$ cat config.mk
export PLATFORM = sky130hd
export DESIGN_NAME = fetch_ctrl_flat
export DESIGN_NICKNAME = d
export VERILOG_FILES = /design/src/rtl/fetch_ctrl_if.sv /design/src/rtl/fetch_ctrl.sv /design/src/flat_wrapper.sv
export SDC_FILE = /design/constraint.sdc
export NUM_CORES = 1
export LEC_CHECK = 0
export ABC_CLOCK_PERIOD_IN_PS = 11400
export CAP_MARGIN = 20
export CORE_MARGIN = 3
export CORE_UTILIZATION = 35
export DETAILED_ROUTE_END_ITERATION = 7
export PLACE_DENSITY = 0.57
export SETUP_SLACK_MARGIN = 0.2
export SLEW_MARGIN = 20
export SYNTH_ARGS = -nofsm -noshare
export SYNTH_HDL_FRONTEND = slang
export SYNTH_SLANG_ARGS = --single-unit
$ cat constraint.sdc
create_clock -name clk -period 11.4 [get_ports clk]
set_input_delay 1.71 -clock clk [delete_from_list [all_inputs] [get_ports clk]]
set_output_delay 1.71 -clock clk [all_outputs]
set_load 0.01 [all_outputs]
$ cat src/rtl/fetch_ctrl_if.sv
// Fetch controller bus: instruction-memory port, redirect input and decode handshake.
interface fetch_ctrl_if;
    logic [63:0] imem_addr;
    logic [31:0] imem_instr;
    logic        imem_exc_en;
    logic [3:0]  imem_exc_code;
    logic [63:0] imem_exc_val;
    logic        redirect_en;
    logic [63:0] redirect_pc;
    logic        out_valid;
    logic        out_ready;
    logic [31:0] out_instr;
    logic [63:0] out_pc;
    logic        out_exc_en;
    logic [3:0]  out_exc_code;
    logic [63:0] out_exc_val;
    logic        fault_hold;

    // Fetch controller side
    modport master (
        output imem_addr,
        input  imem_instr, imem_exc_en, imem_exc_code, imem_exc_val,
        input  redirect_en, redirect_pc,
        output out_valid,
        input  out_ready,
        output out_instr, out_pc, out_exc_en, out_exc_code, out_exc_val,
        output fault_hold
    );

    // Memory / pipeline side
    modport slave (
        input  imem_addr,
        output imem_instr, imem_exc_en, imem_exc_code, imem_exc_val,
        output redirect_en, redirect_pc,
        input  out_valid,
        output out_ready,
        input  out_instr, out_pc, out_exc_en, out_exc_code, out_exc_val,
        input  fault_hold
    );
endinterface

$ cat src/rtl/fetch_ctrl.sv
// Instruction-fetch sequencer: owns the PC, buffers fetched words in a small
// circular queue for decode, handles redirects and parks after a fault.
module fetch_ctrl #(
    parameter logic [63:0] RESET_PC = 64'h0000_0000_0000_0000,
    parameter int unsigned FQ_DEPTH = 2
) (
    input  logic         clk,
    input  logic         rst,
    fetch_ctrl_if.master io_fc
);

    localparam int unsigned PTR_W = $clog2(FQ_DEPTH);
    localparam int unsigned CNT_W = PTR_W + 1;
    localparam logic [31:0] NOP_INSTR = 32'h0000_0013;

    typedef enum logic {
        ST_FETCH = 1'b0,
        ST_HOLD  = 1'b1
    } state_t;

    typedef struct packed {
        logic [31:0] instr;
        logic [63:0] pc;
        logic        exc_en;
        logic [3:0]  code;
        logic [63:0] val;
    } entry_t;

    state_t           r_state;
    state_t           w_state_nxt;
    logic [63:0]      r_pc;
    logic [63:0]      w_pc_nxt;
    logic [PTR_W-1:0] r_wptr;
    logic [PTR_W-1:0] r_rptr;
    logic [CNT_W-1:0] r_count;
    entry_t           r_mem [FQ_DEPTH];
    entry_t           w_entry;
    entry_t           w_head;
    logic             w_push;
    logic             w_pop;
    logic             w_not_empty;
    logic             w_full;

    assign w_not_empty = (r_count != '0);
    assign w_full      = (r_count == CNT_W'(FQ_DEPTH));

    // Head is hidden during a redirect so a pop can never race the flush
    assign io_fc.out_valid = w_not_empty & ~io_fc.redirect_en;
    assign w_pop           = io_fc.out_valid & io_fc.out_ready;

    // Head fields read as zero while the queue is empty
    assign w_head             = w_not_empty ? r_mem[r_rptr] : '0;
    assign io_fc.out_instr    = w_head.instr;
    assign io_fc.out_pc       = w_head.pc;
    assign io_fc.out_exc_en   = w_head.exc_en;
    assign io_fc.out_exc_code = w_head.code;
    assign io_fc.out_exc_val  = w_head.val;

    assign io_fc.imem_addr  = r_pc;
    assign io_fc.fault_hold = (r_state == ST_HOLD);

    // State and PC register
    always_ff @(posedge clk) begin
        if (rst) begin
            r_state <= ST_FETCH;
            r_pc    <= RESET_PC;
        end else begin
            r_state <= w_state_nxt;
            r_pc    <= w_pc_nxt;
        end
    end

    // Next state, next PC and the entry to enqueue this cycle
    always_comb begin
        w_state_nxt = r_state;
        w_pc_nxt    = r_pc;
        w_push      = 1'b0;
        w_entry     = '0;
        if (io_fc.redirect_en) begin
            w_pc_nxt    = io_fc.redirect_pc;
            w_state_nxt = ST_FETCH;
        end else if ((r_state == ST_FETCH) && (!w_full || w_pop)) begin
            w_push   = 1'b1;
            w_entry.pc = r_pc;
            if (r_pc[1:0] != 2'b00) begin
                // Misaligned PC: memory response is irrelevant
                w_entry.instr  = NOP_INSTR;
                w_entry.exc_en = 1'b1;
                w_entry.code   = 4'd0;
                w_entry.val    = r_pc;
                w_state_nxt    = ST_HOLD;
            end else if (io_fc.imem_exc_en) begin
                w_entry.instr  = NOP_INSTR;
                w_entry.exc_en = 1'b1;
                w_entry.code   = io_fc.imem_exc_code;
                w_entry.val    = io_fc.imem_exc_val;
                w_state_nxt    = ST_HOLD;
            end else begin
                w_entry.instr = io_fc.imem_instr;
                w_pc_nxt      = r_pc + 64'd4;
            end
        end
    end

    // Queue pointers and occupancy; redirect flushes everything
    always_ff @(posedge clk) begin
        if (rst || io_fc.redirect_en) begin
            r_wptr  <= '0;
            r_rptr  <= '0;
            r_count <= '0;
        end else begin
            if (w_push) begin
                r_wptr <= r_wptr + PTR_W'(1);
            end
            if (w_pop) begin
                r_rptr <= r_rptr + PTR_W'(1);
            end
            if (w_push && !w_pop) begin
                r_count <= r_count + CNT_W'(1);
            end else if (!w_push && w_pop) begin
                r_count <= r_count - CNT_W'(1);
            end
        end
    end

    // Queue storage; contents need no reset since occupancy gates visibility
    always_ff @(posedge clk) begin
        if (w_push) begin
            r_mem[r_wptr] <= w_entry;
        end
    end

endmodule

$ cat src/flat_wrapper.sv
// flat-port wrapper written by rule: the top's interface ports become plain ports
module fetch_ctrl_flat 
#(
    parameter logic [63:0] RESET_PC = 64'h0000_0000_0000_0000,
    parameter int unsigned FQ_DEPTH = 2
)
  (clk, rst, io_fc_imem_addr, io_fc_imem_instr, io_fc_imem_exc_en, io_fc_imem_exc_code, io_fc_imem_exc_val, io_fc_redirect_en, io_fc_redirect_pc, io_fc_out_valid, io_fc_out_ready, io_fc_out_instr, io_fc_out_pc, io_fc_out_exc_en, io_fc_out_exc_code, io_fc_out_exc_val, io_fc_fault_hold);
  fetch_ctrl_if io_fc_i ();
  input  logic clk;
  input  logic rst;
  output wire logic [$bits(io_fc_i.imem_addr)-1:0] io_fc_imem_addr;
  input wire logic [$bits(io_fc_i.imem_instr)-1:0] io_fc_imem_instr;
  input wire logic [$bits(io_fc_i.imem_exc_en)-1:0] io_fc_imem_exc_en;
  input wire logic [$bits(io_fc_i.imem_exc_code)-1:0] io_fc_imem_exc_code;
  input wire logic [$bits(io_fc_i.imem_exc_val)-1:0] io_fc_imem_exc_val;
  input wire logic [$bits(io_fc_i.redirect_en)-1:0] io_fc_redirect_en;
  input wire logic [$bits(io_fc_i.redirect_pc)-1:0] io_fc_redirect_pc;
  output wire logic [$bits(io_fc_i.out_valid)-1:0] io_fc_out_valid;
  input wire logic [$bits(io_fc_i.out_ready)-1:0] io_fc_out_ready;
  output wire logic [$bits(io_fc_i.out_instr)-1:0] io_fc_out_instr;
  output wire logic [$bits(io_fc_i.out_pc)-1:0] io_fc_out_pc;
  output wire logic [$bits(io_fc_i.out_exc_en)-1:0] io_fc_out_exc_en;
  output wire logic [$bits(io_fc_i.out_exc_code)-1:0] io_fc_out_exc_code;
  output wire logic [$bits(io_fc_i.out_exc_val)-1:0] io_fc_out_exc_val;
  output wire logic [$bits(io_fc_i.fault_hold)-1:0] io_fc_fault_hold;
  assign io_fc_imem_addr = io_fc_i.imem_addr;
  assign io_fc_i.imem_instr = io_fc_imem_instr;
  assign io_fc_i.imem_exc_en = io_fc_imem_exc_en;
  assign io_fc_i.imem_exc_code = io_fc_imem_exc_code;
  assign io_fc_i.imem_exc_val = io_fc_imem_exc_val;
  assign io_fc_i.redirect_en = io_fc_redirect_en;
  assign io_fc_i.redirect_pc = io_fc_redirect_pc;
  assign io_fc_out_valid = io_fc_i.out_valid;
  assign io_fc_i.out_ready = io_fc_out_ready;
  assign io_fc_out_instr = io_fc_i.out_instr;
  assign io_fc_out_pc = io_fc_i.out_pc;
  assign io_fc_out_exc_en = io_fc_i.out_exc_en;
  assign io_fc_out_exc_code = io_fc_i.out_exc_code;
  assign io_fc_out_exc_val = io_fc_i.out_exc_val;
  assign io_fc_fault_hold = io_fc_i.fault_hold;
  fetch_ctrl #(.RESET_PC(RESET_PC), .FQ_DEPTH(FQ_DEPTH)) u_core (.clk(clk), .rst(rst), .io_fc(io_fc_i));
endmodule
==> flow_summary_export.csv <==
group,metric,value,unit
run_status,outcome,"completed",
critical_path,path_max_fanout,53,
pwr,leakage,8.06,nW
critical_path,timing.rr.start,"u_core.r_count[0]",
timing,worstMarginPinSlew,1.07,ns
clock_network,cts_resized,0,
layout,fill_cells,4636,
critical_path,worstReg2RegEnd,"u_core.r_mem[0][29]",
floorplanning,floorplan.initialDensity,35.6,%
worst_hold_path,hp-start,"u_core.r_rptr",
global_route,antenna_found_initial,8,
pwr,p_comb_share,12.0,%
pwr,power.share.clock,40.5,%
layout,final_util,47.8,%
global_route,grt_busiest_layer,"met2",
global_route,grt-ovfl-total,0,
place,port_buffers,399,
clock_network,cts_tree,"built",
clock_network,cts_sinks,400,
yosys,synth-seq-cells,400,
critical_path,required,9.69,ns
yosys,synth_edf_count,330,
timing,rsz0062_at_grt,"false",
clock_network,cts_hold_buf,0,
floorplanning,num_io_pins,400,
critical_path,rrSetupSlack,7.79,ns
yosys,synth.avg_cell_area,12.4,um2
drt,via_per_inst,5.32,
timing,setup_slack,6.26,ns
worst_hold_path,holdPathStages,2,
clock_network,post_cts_buffers,0,
layout,final_cells,2527,
global_route,grt_usage,20.8,%
layout,regArea,0.0113,mm2
drt,wirelength,58000,um
floorplanning,dieHeight,233,um
clock_network,path_clk_slew,0.07,ns
drt,ant_nets,0,
floorplanning,core_area,0.0505,mm2
layout,multi_input_area,0.00622,mm2
global_route,met2_usage,32.8,%
critical_path,crit_chain,"buf_16, buf_4, mux2i_1, nor2_1, clkdlybuf4s50_1",
yosys,yosys_warnings,0,
global_route,met1_usage,29.2,%
global_route,use_met3,4.74,%
worst_hold_path,hp-class,"register to register",
place,pre_cts_slack,6.04,ns
floorplanning,dieArea,0.0541,mm2
global_route,grt_pass1_wl,85300,um
critical_path,ff2ff_path_depth,8,
layout,synthToLayoutAreaGrowth,34.3,%
clock_network,worstSkewPairLatency,0.57,ns
pwr,peakVddDrop,0.0955,mV
worst_hold_path,holdPathEnd,"u_core.r_rptr",
pwr,p_per_area,151,mW/mm2
place,dp.cells,2437,
layout,final_layout_size_suffix_gt1_share,6.44,%
clock_network,cts_buffers,45,
floorplanning,die_x,233,um
pwr,swShare,24.0,%
yosys,netlist_instances,1450,
critical_path,worst_setup_path_end_kind,"output port",
timing,setup_viol,0,
yosys,synth.top_cells.by_area,"edfxtp_1, mux2i_1, dfxtp_1, nor2_1, a22o_1",
drt,num_vias,13400,
layout,final_nets,1984,
clock_network,clockRootBuffer,"clkbuf_16",
clock_network,clk_path_buf_depth,3,
yosys,synth_commonest_cells,"edfxtp_1, nor2_1, mux2i_1",
timing,setup_tns,0,ns
clock_network,htree_num_levels,2,
yosys,yosysSeqAreaShare,62.9,%
place,hpwl,39000,um
yosys,syn-num-nets,1621,
timing,whs,0.526,ns
critical_path,max_stage_delay,0.77,ns
drt,drtPass1Iterations,6,
timing,max_slew_margin,28.4,%
timing,period_needed,5.14,ns
place,place_congestion,0.776,
yosys,async_flop_share,0,%
yosys,yosys.area.top_type,"edfxtp_1",
pwr,p_int,0.00277,W
timing,hold_viol,0,
timing,clock.fmax,195,MHz
drt,drc_errors,0,
critical_path,worstSetupStartpointType,"register",
yosys,synth_top_cell_area_share,55.1,%
pwr,p_switching,0.000873,W
timing,worst_clock_skew,0.0176,ns
yosys,ys_types,64,
job,maxCapViolCount,0,
pwr,seqPwrFrac,47.5,%
global_route,grt_pass1_vias,13300,
yosys,netlist_area,0.0180,mm2
critical_path,critPathSlowestCell,"buf_4",
yosys,synth_ff_type,"edfxtp_1",
yosys,yosysMostFrequentCell,"edfxtp_1",
critical_path,critPathArrivalTime,3.43,ns
drt,drt_iter0_markers,1169,
timing,finalMaxSlewViolations,0,
drt,wl_per_cell,22.9,um
global_route,grt_max_degree,81,
critical_path,crit_type,"register to output port",
floorplanning,placement_rows,82,
timing,fin_crit_sh,45.0,%
-- how the worst max path moves through the flow --
stage                            endpoint         startpoint  slack [ns]
CTS                      io_fc_out_pc[21]           register        5.93
floorplan              u_core.r_mem[0][0]  io_fc_redirect_en        1.30
finish              io_fc_out_exc_val[63]           register        6.26
detailed placement    u_core.r_mem[1][93]  io_fc_redirect_en        6.04
global placement      u_core.r_mem[1][92]  io_fc_redirect_en        6.17
global route        io_fc_out_exc_val[63]           register        6.04
-- cell families after synthesis --
kind of cell / Yosys count / synth area share [%]
compound gates: 171 / 7.49
xor+xnor: 31 / 1.51
fa+ha+maj: 2 / 0.139
buf+inv: 125 / 2.73
flops: 400 / 62.9
mux: 170 / 9.47
simple gates: 551 / 15.8
-- critical path: cells and delay by family, from the launching register on --
kind | cells | cell delay (ns)
buffers and inverters | 3 | 1.67
DFF | 1 | 0.67
and+or+nand+nor | 1 | 0.22
muxes | 1 | 0.17
-- cells in the final DEF (no fill, tap or decap), types with 9 or more instances in the layout --
cell | synthesis | layout
a211oi_1 | 25 | 25
inv_1 | 16 | 16
a22o_1 | 61 | 61
a311oi_1 | 17 | 17
nor4_1 | 14 | 14
o31ai_1 | 9 | 9
xnor2_1 | 20 | 20
and3_1 | 68 | 65
a21oi_1 | 9 | 9
clkinv_1 | 1 | 9
or3_1 | 12 | 12
nor2_1 | 240 | 236
a2111oi_0 | 9 | 9
nand2_1 | 47 | 47
edfxtp_1 | 330 | 330
o21ai_0 | 13 | 13
dfxtp_1 | 70 | 69
clkbuf_16 | 0 | 47
mux2i_1 | 169 | 169
buf_4 | 1 | 24
and4_1 | 11 | 11
nor3_1 | 20 | 19
nand3_1 | 26 | 26
and2_1 | 37 | 37
xor2_1 | 11 | 11
or4_1 | 13 | 13
nand4_1 | 27 | 27
clkdlybuf4s50_1 | 0 | 397
clkbuf_1 | 78 | 9
-- sequential cells by signal, summed over array words and instances (netlist names), named ones only --
register	count
u_core.r_mem	330
u_core.io_fc.imem_addr	64
u_core.r_count	2
u_core.io_fc.fault_hold	1
u_core.r_rptr	1
u_core.r_wptr	1
-- layer usage --
layer	routed length, um	part of all wire (%)
met2	26900	46
met3	4400	7.6
met5	7	0.012
met1	25700	44
met4	994	1.7
-- metrics by stage --
| stage | power (W) | area [um2] |
|---|---|---|
| 6_report | 0.00364 | 24100 |
| 3_5_place_dp | 0.00220 | 22600 |
| 5_1_grt | 0.00377 | 24100 |
| 2_1_floorplan | 0.00195 | 18000 |
| 3_3_place_gp | 0.00219 | 22600 |
| 4_1_cts | 0.00368 | 24100 |
-- area by class of cell --
cell class,instances,area share (%)
Sequential cell,400,46.9
Inverter,17,0.264
Multi-Input combinational cell,925,25.8
Clock buffer,56,5.01
Antenna cell,7,0.0726
Timing Repair Buffer,424,17.4
Clock inverter,26,1.17
Tap cell,672,3.48
-- power groups by stage --
stage	Sequential, W	Clock, W	Combinational (W)
after floorplan	0.00175	0	0.000200
after global placement	0.00176	0	0.000435
after detailed placement	0.00176	0	0.000438
after CTS	0.00173	0.00150	0.000440
after global routing	0.00174	0.00156	0.000472
final	0.00173	0.00147	0.000436
Note: power is estimated with default switching activity, not from simulation.
